<file path="config.mk">
export PLATFORM = sky130hd
export DESIGN_NAME = fmeter_ctrl
export DESIGN_NICKNAME = d
export VERILOG_FILES = /design/src/rtl/fmeter_pkg.sv /design/src/rtl/fmeter_ctrl_tx_seq.sv /design/src/rtl/fmeter_ctrl.sv
export SDC_FILE = /design/constraint.sdc
export NUM_CORES = 1
export LEC_CHECK = 0
export BUFFER_PORTS_ARGS = -buffer_cell sky130_fd_sc_hd__buf_2
export CAP_MARGIN = 0
export CORE_MARGIN = 1.5
export CORE_UTILIZATION = 40
export CTS_BUF_LIST = sky130_fd_sc_hd__clkbuf_8
export DETAILED_ROUTE_END_ITERATION = 8
export MAX_ROUTING_LAYER = met4
export SLEW_MARGIN = 20
export SYNTH_ARGS = -nofsm -noshare
export SYNTH_HDL_FRONTEND = slang
export SYNTH_SLANG_ARGS = --single-unit
</file>
<file path="constraint.sdc">
create_clock -name CLK100MHz -period 2.9 [get_ports CLK100MHz]
set_input_delay 0.58 -clock CLK100MHz [delete_from_list [all_inputs] [get_ports CLK100MHz]]
set_output_delay 0.58 -clock CLK100MHz [all_outputs]
set_load 0.02 [all_outputs]
</file>
<file path="src/rtl/fmeter_pkg.sv">
// Shared types and constants for the frequency meter sequencer.
// Gate selections, ASCII framing and message helpers.
package fmeter_pkg;

  typedef enum logic [1:0] {
    GSEL_10MS  = 2'd0,
    GSEL_100MS = 2'd1,
    GSEL_1S    = 2'd2,
    GSEL_10S   = 2'd3
  } gate_sel_e;

  typedef enum logic [1:0] {
    G_CLEAR  = 2'd0,
    G_GATE   = 2'd1,
    G_SETTLE = 2'd2,
    G_LATCH  = 2'd3
  } gate_st_e;

  typedef enum logic {
    T_IDLE = 1'b0,
    T_SEND = 1'b1
  } tx_st_e;

  localparam int DIGITS  = 8;
  localparam int MSG_LEN = DIGITS + 2;

  localparam logic [7:0] ASCII_ZERO = 8'h30;
  localparam logic [7:0] ASCII_CR   = 8'h0D;
  localparam logic [7:0] ASCII_LF   = 8'h0A;
  localparam logic [7:0] ASCII_BAD  = 8'h3F;

  localparam logic [10:0] DECADE_LIM [4] = '{
    11'd1, 11'd10, 11'd100, 11'd1000
  };

  // Last decade count value for a gate selection.
  function automatic logic [9:0] decade_max(
    input gate_sel_e sel
  );
    return 10'(DECADE_LIM[sel] - 11'd1);
  endfunction

  // One BCD digit as ASCII, '?' when not decimal.
  function automatic logic [7:0] digit_ascii(
    input logic [3:0] d
  );
    return (d > 4'd9) ? ASCII_BAD
                      : ASCII_ZERO + {4'd0, d};
  endfunction

  // Byte at message position: 0..7 digits MSD
  // first, 8 = CR, 9 = LF.
  function automatic logic [7:0] msg_byte(
    input logic [31:0] snap,
    input logic [3:0]  pos
  );
    logic [31:0] s;
    logic [7:0]  b;
    s = snap << {pos[2:0], 2'b00};
    b = ASCII_LF;
    unique case (1'b1)
      (pos < 4'd8):  b = digit_ascii(s[31:28]);
      (pos == 4'd8): b = ASCII_CR;
      default:       b = ASCII_LF;
    endcase
    return b;
  endfunction

  // First position to send with leading-zero
  // suppression; digit 0 is always sent.
  function automatic logic [3:0] lz_start(
    input logic [31:0] snap
  );
    logic [3:0] p;
    p = 4'(DIGITS - 1);
    for (int i = DIGITS - 2; i >= 0; i--) begin
      if (snap[(DIGITS - 1 - i) * 4 +: 4] != 4'd0)
        p = 4'(i);
    end
    return p;
  endfunction

endpackage

</file>
<file path="src/rtl/fmeter_ctrl_tx_seq.sv">
// Snapshot buffer and ASCII byte streamer.
// Drops snapshots that arrive while a message is in flight.
module fmeter_tx_seq (
  input  logic        clk,
  input  logic        rst_n,
  input  logic        snap_req,
  input  logic [31:0] snap_data,
  input  logic        lz_suppress,
  output logic [7:0]  tx_data,
  output logic        tx_valid,
  input  logic        tx_ready,
  output logic        overrun
);
  import fmeter_pkg::*;

  tx_st_e      state;
  logic [31:0] snap_q;
  logic [3:0]  pos;
  logic [3:0]  start_pos;
  logic        xfer;
  logic        last;

  assign start_pos = lz_suppress ? lz_start(snap_data)
                                 : 4'd0;
  assign xfer = tx_valid & tx_ready;
  assign last = (pos == 4'(MSG_LEN - 1));

  // Load on request when idle, advance one byte per transfer.
  always_ff @(posedge clk or negedge rst_n) begin
    if (!rst_n) begin
      state    <= T_IDLE;
      snap_q   <= '0;
      pos      <= '0;
      tx_data  <= '0;
      tx_valid <= 1'b0;
      overrun  <= 1'b0;
    end else begin
      overrun <= snap_req && (state == T_SEND);
      unique case (state)
        T_IDLE: begin
          if (snap_req) begin
            snap_q   <= snap_data;
            pos      <= start_pos;
            tx_data  <= msg_byte(snap_data, start_pos);
            tx_valid <= 1'b1;
            state    <= T_SEND;
          end
        end
        T_SEND: begin
          if (xfer) begin
            if (last) begin
              tx_valid <= 1'b0;
              pos      <= '0;
              state    <= T_IDLE;
            end else begin
              pos     <= pos + 4'd1;
              tx_data <= msg_byte(snap_q, pos + 4'd1);
            end
          end
        end
      endcase
    end
  end

endmodule

</file>
<file path="src/rtl/fmeter_ctrl.sv">
// Frequency meter gate sequencer: clear, gate, settle, latch,
// with the snapshot streamed out as ASCII text.
module fmeter_ctrl #(
  parameter int GATE_10MS = 1000000,
  parameter int DIGITS    = 8
) (
  input  logic                  CLK100MHz,
  input  logic                  RSTn,
  input  logic [1:0]            GATE_SEL,
  input  logic                  LZ_SUPPRESS,
  output logic                  CNT_CLR,
  output logic                  CNT_EN,
  input  logic [4*DIGITS-1:0]   CNT_BCD,
  output logic [7:0]            TX_DATA,
  output logic                  TX_VALID,
  input  logic                  TX_READY,
  output logic                  GATE_LED,
  output logic                  OVERRUN
);
  import fmeter_pkg::*;

  localparam int TW = (GATE_10MS > 1) ? $clog2(GATE_10MS) : 1;
  localparam logic [TW-1:0] TICK_MAX = TW'(GATE_10MS - 1);

  gate_st_e  state;
  gate_sel_e gate_len;
  logic [TW-1:0] tick;
  logic [9:0]    dec;
  logic          snap_req;
  logic          tick_last;
  logic          dec_last;

  assign tick_last = (tick == TICK_MAX);
  assign dec_last  = (dec == decade_max(gate_len));

  // The state names the phase the next edge starts, so each
  // registered output lines up with its phase cycle.
  always_ff @(posedge CLK100MHz or negedge RSTn) begin
    if (!RSTn) begin
      state    <= G_CLEAR;
      gate_len <= GSEL_10MS;
      tick     <= '0;
      dec      <= '0;
      CNT_CLR  <= 1'b0;
      CNT_EN   <= 1'b0;
      GATE_LED <= 1'b0;
      snap_req <= 1'b0;
    end else begin
      CNT_CLR  <= 1'b0;
      snap_req <= 1'b0;
      unique case (state)
        G_CLEAR: begin
          CNT_CLR  <= 1'b1;
          CNT_EN   <= 1'b0;
          gate_len <= gate_sel_e'(GATE_SEL);
          tick     <= '0;
          dec      <= '0;
          state    <= G_GATE;
        end
        G_GATE: begin
          CNT_EN <= 1'b1;
          if (tick_last) begin
            tick <= '0;
            if (dec_last) begin
              dec   <= '0;
              state <= G_SETTLE;
            end else begin
              dec <= dec + 10'd1;
            end
          end else begin
            tick <= tick + TW'(1);
          end
        end
        G_SETTLE: begin
          CNT_EN <= 1'b0;
          state  <= G_LATCH;
        end
        G_LATCH: begin
          GATE_LED <= ~GATE_LED;
          snap_req <= 1'b1;
          state    <= G_CLEAR;
        end
      endcase
    end
  end

  fmeter_tx_seq u_tx (
    .clk         (CLK100MHz),
    .rst_n       (RSTn),
    .snap_req    (snap_req),
    .snap_data   (CNT_BCD),
    .lz_suppress (LZ_SUPPRESS),
    .tx_data     (TX_DATA),
    .tx_valid    (TX_VALID),
    .tx_ready    (TX_READY),
    .overrun     (OVERRUN)
  );

endmodule

</file>
==> results.py <==
metrics = {
    "logic_synthesis": {
        "synth_area_sq_um": 4600,
        "ys.flop_type": "dfrtp_1",
        "post-synth-top-count-cell": "nand2_1",
        "ys_types": 58,
        "syn-instance-count": 536,
        "synth_edf_count": 0,
        "ys.warnings.count": 0,
        "async_flop_share": 1.00,
        "yosys-top-cells-count": "nand2_1 (158), dfrtp_1 (82), o21ai_0 (43)",
        "synth_top_area_frac": 0.446,
        "ys_ff_latch": 82,
        "ys_seq_area_frac": 0.446,
        "ys_top_cells_by_area": "dfrtp_1 (45%), nand2_1 (13%), o21ai_0 (4.7%), mux4_2 (3.9%), nor2_1 (2.5%)",
        "synth_area_leader_cell": "dfrtp_1",
        "syn_area_per_cell_sq_um": 8.58,
    },
    "grt": {
        "met2_usage": 0.351,
        "grt_busiest_layer": "met2",
        "grt_pass1_vias": 3848,
        "grt_overflow": 0,
        "grt_pass1_wl_mm": 19.2,
        "antenna_found_initial": 0,
        "grt_max_degree": 52,
        "grt.met1_usage": 0.261,
        "grt_use_met3": 0.0406,
        "track_usage": 0.214,
    },
    "floorplan": {
        "io_pins": 51,
        "row_count": 38,
        "dieHeight_um": 110,
        "die_w_um": 110,
        "die_area_sq_um": 12200,
        "start_util": 0.417,
        "fp.coreArea_sq_um": 11000,
    },
    "setup_path": {
        "worstSetupPathType": "in2reg",
        "r2r_cells": 6,
        "crit_path_end_kind": "register",
        "critPathArrivalTime_ps": 2850,
        "required_ps": 3150,
        "cp_max_fo": 5,
        "startpoint_type": "input port",
    },
    "drt": {
        "via_per_inst": 5.57,
        "drt-initial-drc-count": 189,
        "ant_nets": 0,
        "first_pass_iters": 5,
        "routed_wirelength_mm": 11.7,
        "drc_errors": 0,
        "post_drt_wl_per_cell_um": 15.9,
        "vias": 4093,
    },
    "cells_and_area": {
        "layout-drive-gt1-share": 0.175,
        "nNetsFinal": 637,
        "n_antenna_cell": 0,
        "register_area_sq_um": 2050,
        "nFillCells": 1080,
        "finish.utilization": 0.481,
        "syn_to_final_growth_pct": 15.4,
        "multi_input_area_sq_um": 2400,
        "fin_cells": 735,
    },
    "sta": {
        "drv_slew": 0,
        "fin_crit_sh": 0.897,
        "worstMarginPinSlew_ps": 886,
        "slew_headroom": 0.407,
        "fin_crit_ps": 2600,
        "clock.fmax_ghz": 0.384,
        "setup_viol": 0,
        "rsz0062_at_grt": "no",
        "fin_skew_ps": 5.11,
        "hold_viol": 0,
    },
    "clock_tree": {
        "cts-root-buf": "clkbuf_8",
        "cts.sinks": 82,
        "htree_levels": 3,
        "numCtsBuffers": 9,
        "clock_latency_ps": 360,
        "holdBufCountCts": 0,
        "cts_buffer_depth": 2,
        "postCtsSetupBuffers": 0,
        "ctsResizeCount": 0,
        "cts.clk_slew.worst_paths_ps": 80,
        "cts_tree": "built",
    },
    "min_path": {
        "hold_class": "in2async",
    },
    "pwr": {
        "sequentialPowerShare": 0.448,
        "p_sw_w": 0.000851,
        "power_density_nw_per_um2": 535,
        "switching_share": 0.300,
        "p_comb_frac": 0.217,
        "clkPwrFrac": 0.336,
        "intPower_w": 0.00199,
        "leakage_nw": 2.32,
        "finalPower_w": 0.00284,
        "ir_drop_uv": 309,
    },
    "placement": {
        "gp_congestion": 0.918,
        "dp_hpwl_mm": 8.66,
        "numPlacedInstances": 719,
        "io_buffers": 48,
    },
    "status": {
        "outcome": "complete, no violations",
    },
    "flow_run": {
        "cap_violations": 0,
    },
}
-- routing by layer --
layer / vias up / wire (um)
li1: 1986 / -
met1: 1972 / 5100
met2: 111 / 5820
met3: 24 / 562
met4: 0 / 227
met5: - / 0
-- cell type report --
| type | instances | share of cell area |
|---|---|---|
| inverters | 9 | 0.00636 |
| clock buffers | 11 | 0.0285 |
| repair buffers | 69 | 0.0778 |
| well taps | 140 | 0.0330 |
| flip-flops and latches | 82 | 0.387 |
| clock inverters | 5 | 0.0146 |
| multi-input cells | 419 | 0.453 |
-- per-stage QoR --
stage	setup TNS [ps]	worst slack, ps	cell area [sq um]	hold WS (ps)
after floorplan	0	238	4600	284
after global placement	0	73.4	5080	453
after detailed placement	-124	-59.0	5080	453
after CTS	0	284	5310	158
after global routing	0	160	5310	171
final	0	298	5310	147
-- registers in the layout, summed over array words and instances (netlist names) --
register	cells
CNT_CLR	1
CNT_EN	1
GATE_LED	1
dec	10
gate_len	2
snap_req	1
state	2
tick	20
u_tx.overrun	1
u_tx.pos	4
u_tx.snap_q	32
u_tx.state	1
u_tx.tx_data	5
u_tx.tx_valid	1
-- cell families after synthesis --
kind of cell / synth area share
and+or+nand+nor: 0.259
AOI/OAI and AO/OA: 0.161
adders and majority gates: 0.0245
xor gates and xnor gates: 0.0114
DFF: 0.446
muxes: 0.0634
buffers and inverters: 0.0337
other: 0.000815
-- final timing paths --
path / start / end / slack [ps]
worst max-delay path: CNT_BCD[9] / u_tx.tx_data[1] / 300
worst min-delay path: RSTn / u_tx.snap_q[23] / 150
worst max register to register: tick[16] / dec[9] / 310
worst min register to register: GATE_LED / GATE_LED / 460
max in group asynchronous: RSTn / tick[17] / 2130
min in group CLK100MHz: GATE_SEL[0] / gate_len[0] / 430
-- cell usage in the layout (no fill, tap or decap), drive strengths merged, types with 3 or more instances in the layout --
cell / synthesis / layout
ha: 9 / 9
inv: 9 / 10
buf: 9 / 69
dfrtp: 82 / 82
nor4: 10 / 10
a21o: 6 / 6
nand2b: 5 / 5
o31ai: 10 / 10
or3: 5 / 5
o21ai: 44 / 44
nand4: 3 / 3
and2: 8 / 8
o211ai: 4 / 4
a21oi: 22 / 22
xnor2: 3 / 3
clkbuf: 18 / 11
nand2: 158 / 158
a211oi: 6 / 6
and3: 4 / 4
nor3: 5 / 5
nor2: 31 / 31
nor2b: 4 / 4
mux2i: 10 / 10
or2: 4 / 4
or4: 5 / 5
xor2: 3 / 3
nand3: 19 / 19
mux4: 8 / 8
-- power by group through the flow --
| stage | clock network, W | logic, W | registers, W |
|---|---|---|---|
| finish | 0.000952 | 0.000615 | 0.00127 |
| global route | 0.00103 | 0.000681 | 0.00128 |
| CTS | 0.000979 | 0.000623 | 0.00127 |
| detailed placement | 0 | 0.000622 | 0.00130 |
| global placement | 0 | 0.000616 | 0.00129 |
| floorplan | 0 | 0.000348 | 0.00131 |
-- critical path, stage by stage --
cell and delay (ps):
buf_2 110, or4_1 570, o211ai_1 390, a21oi_1 120, a2111oi_0 620, a311oi_2 140, a211oi_1 250, a21oi_1 60
(Power assumes the default switching activity.)
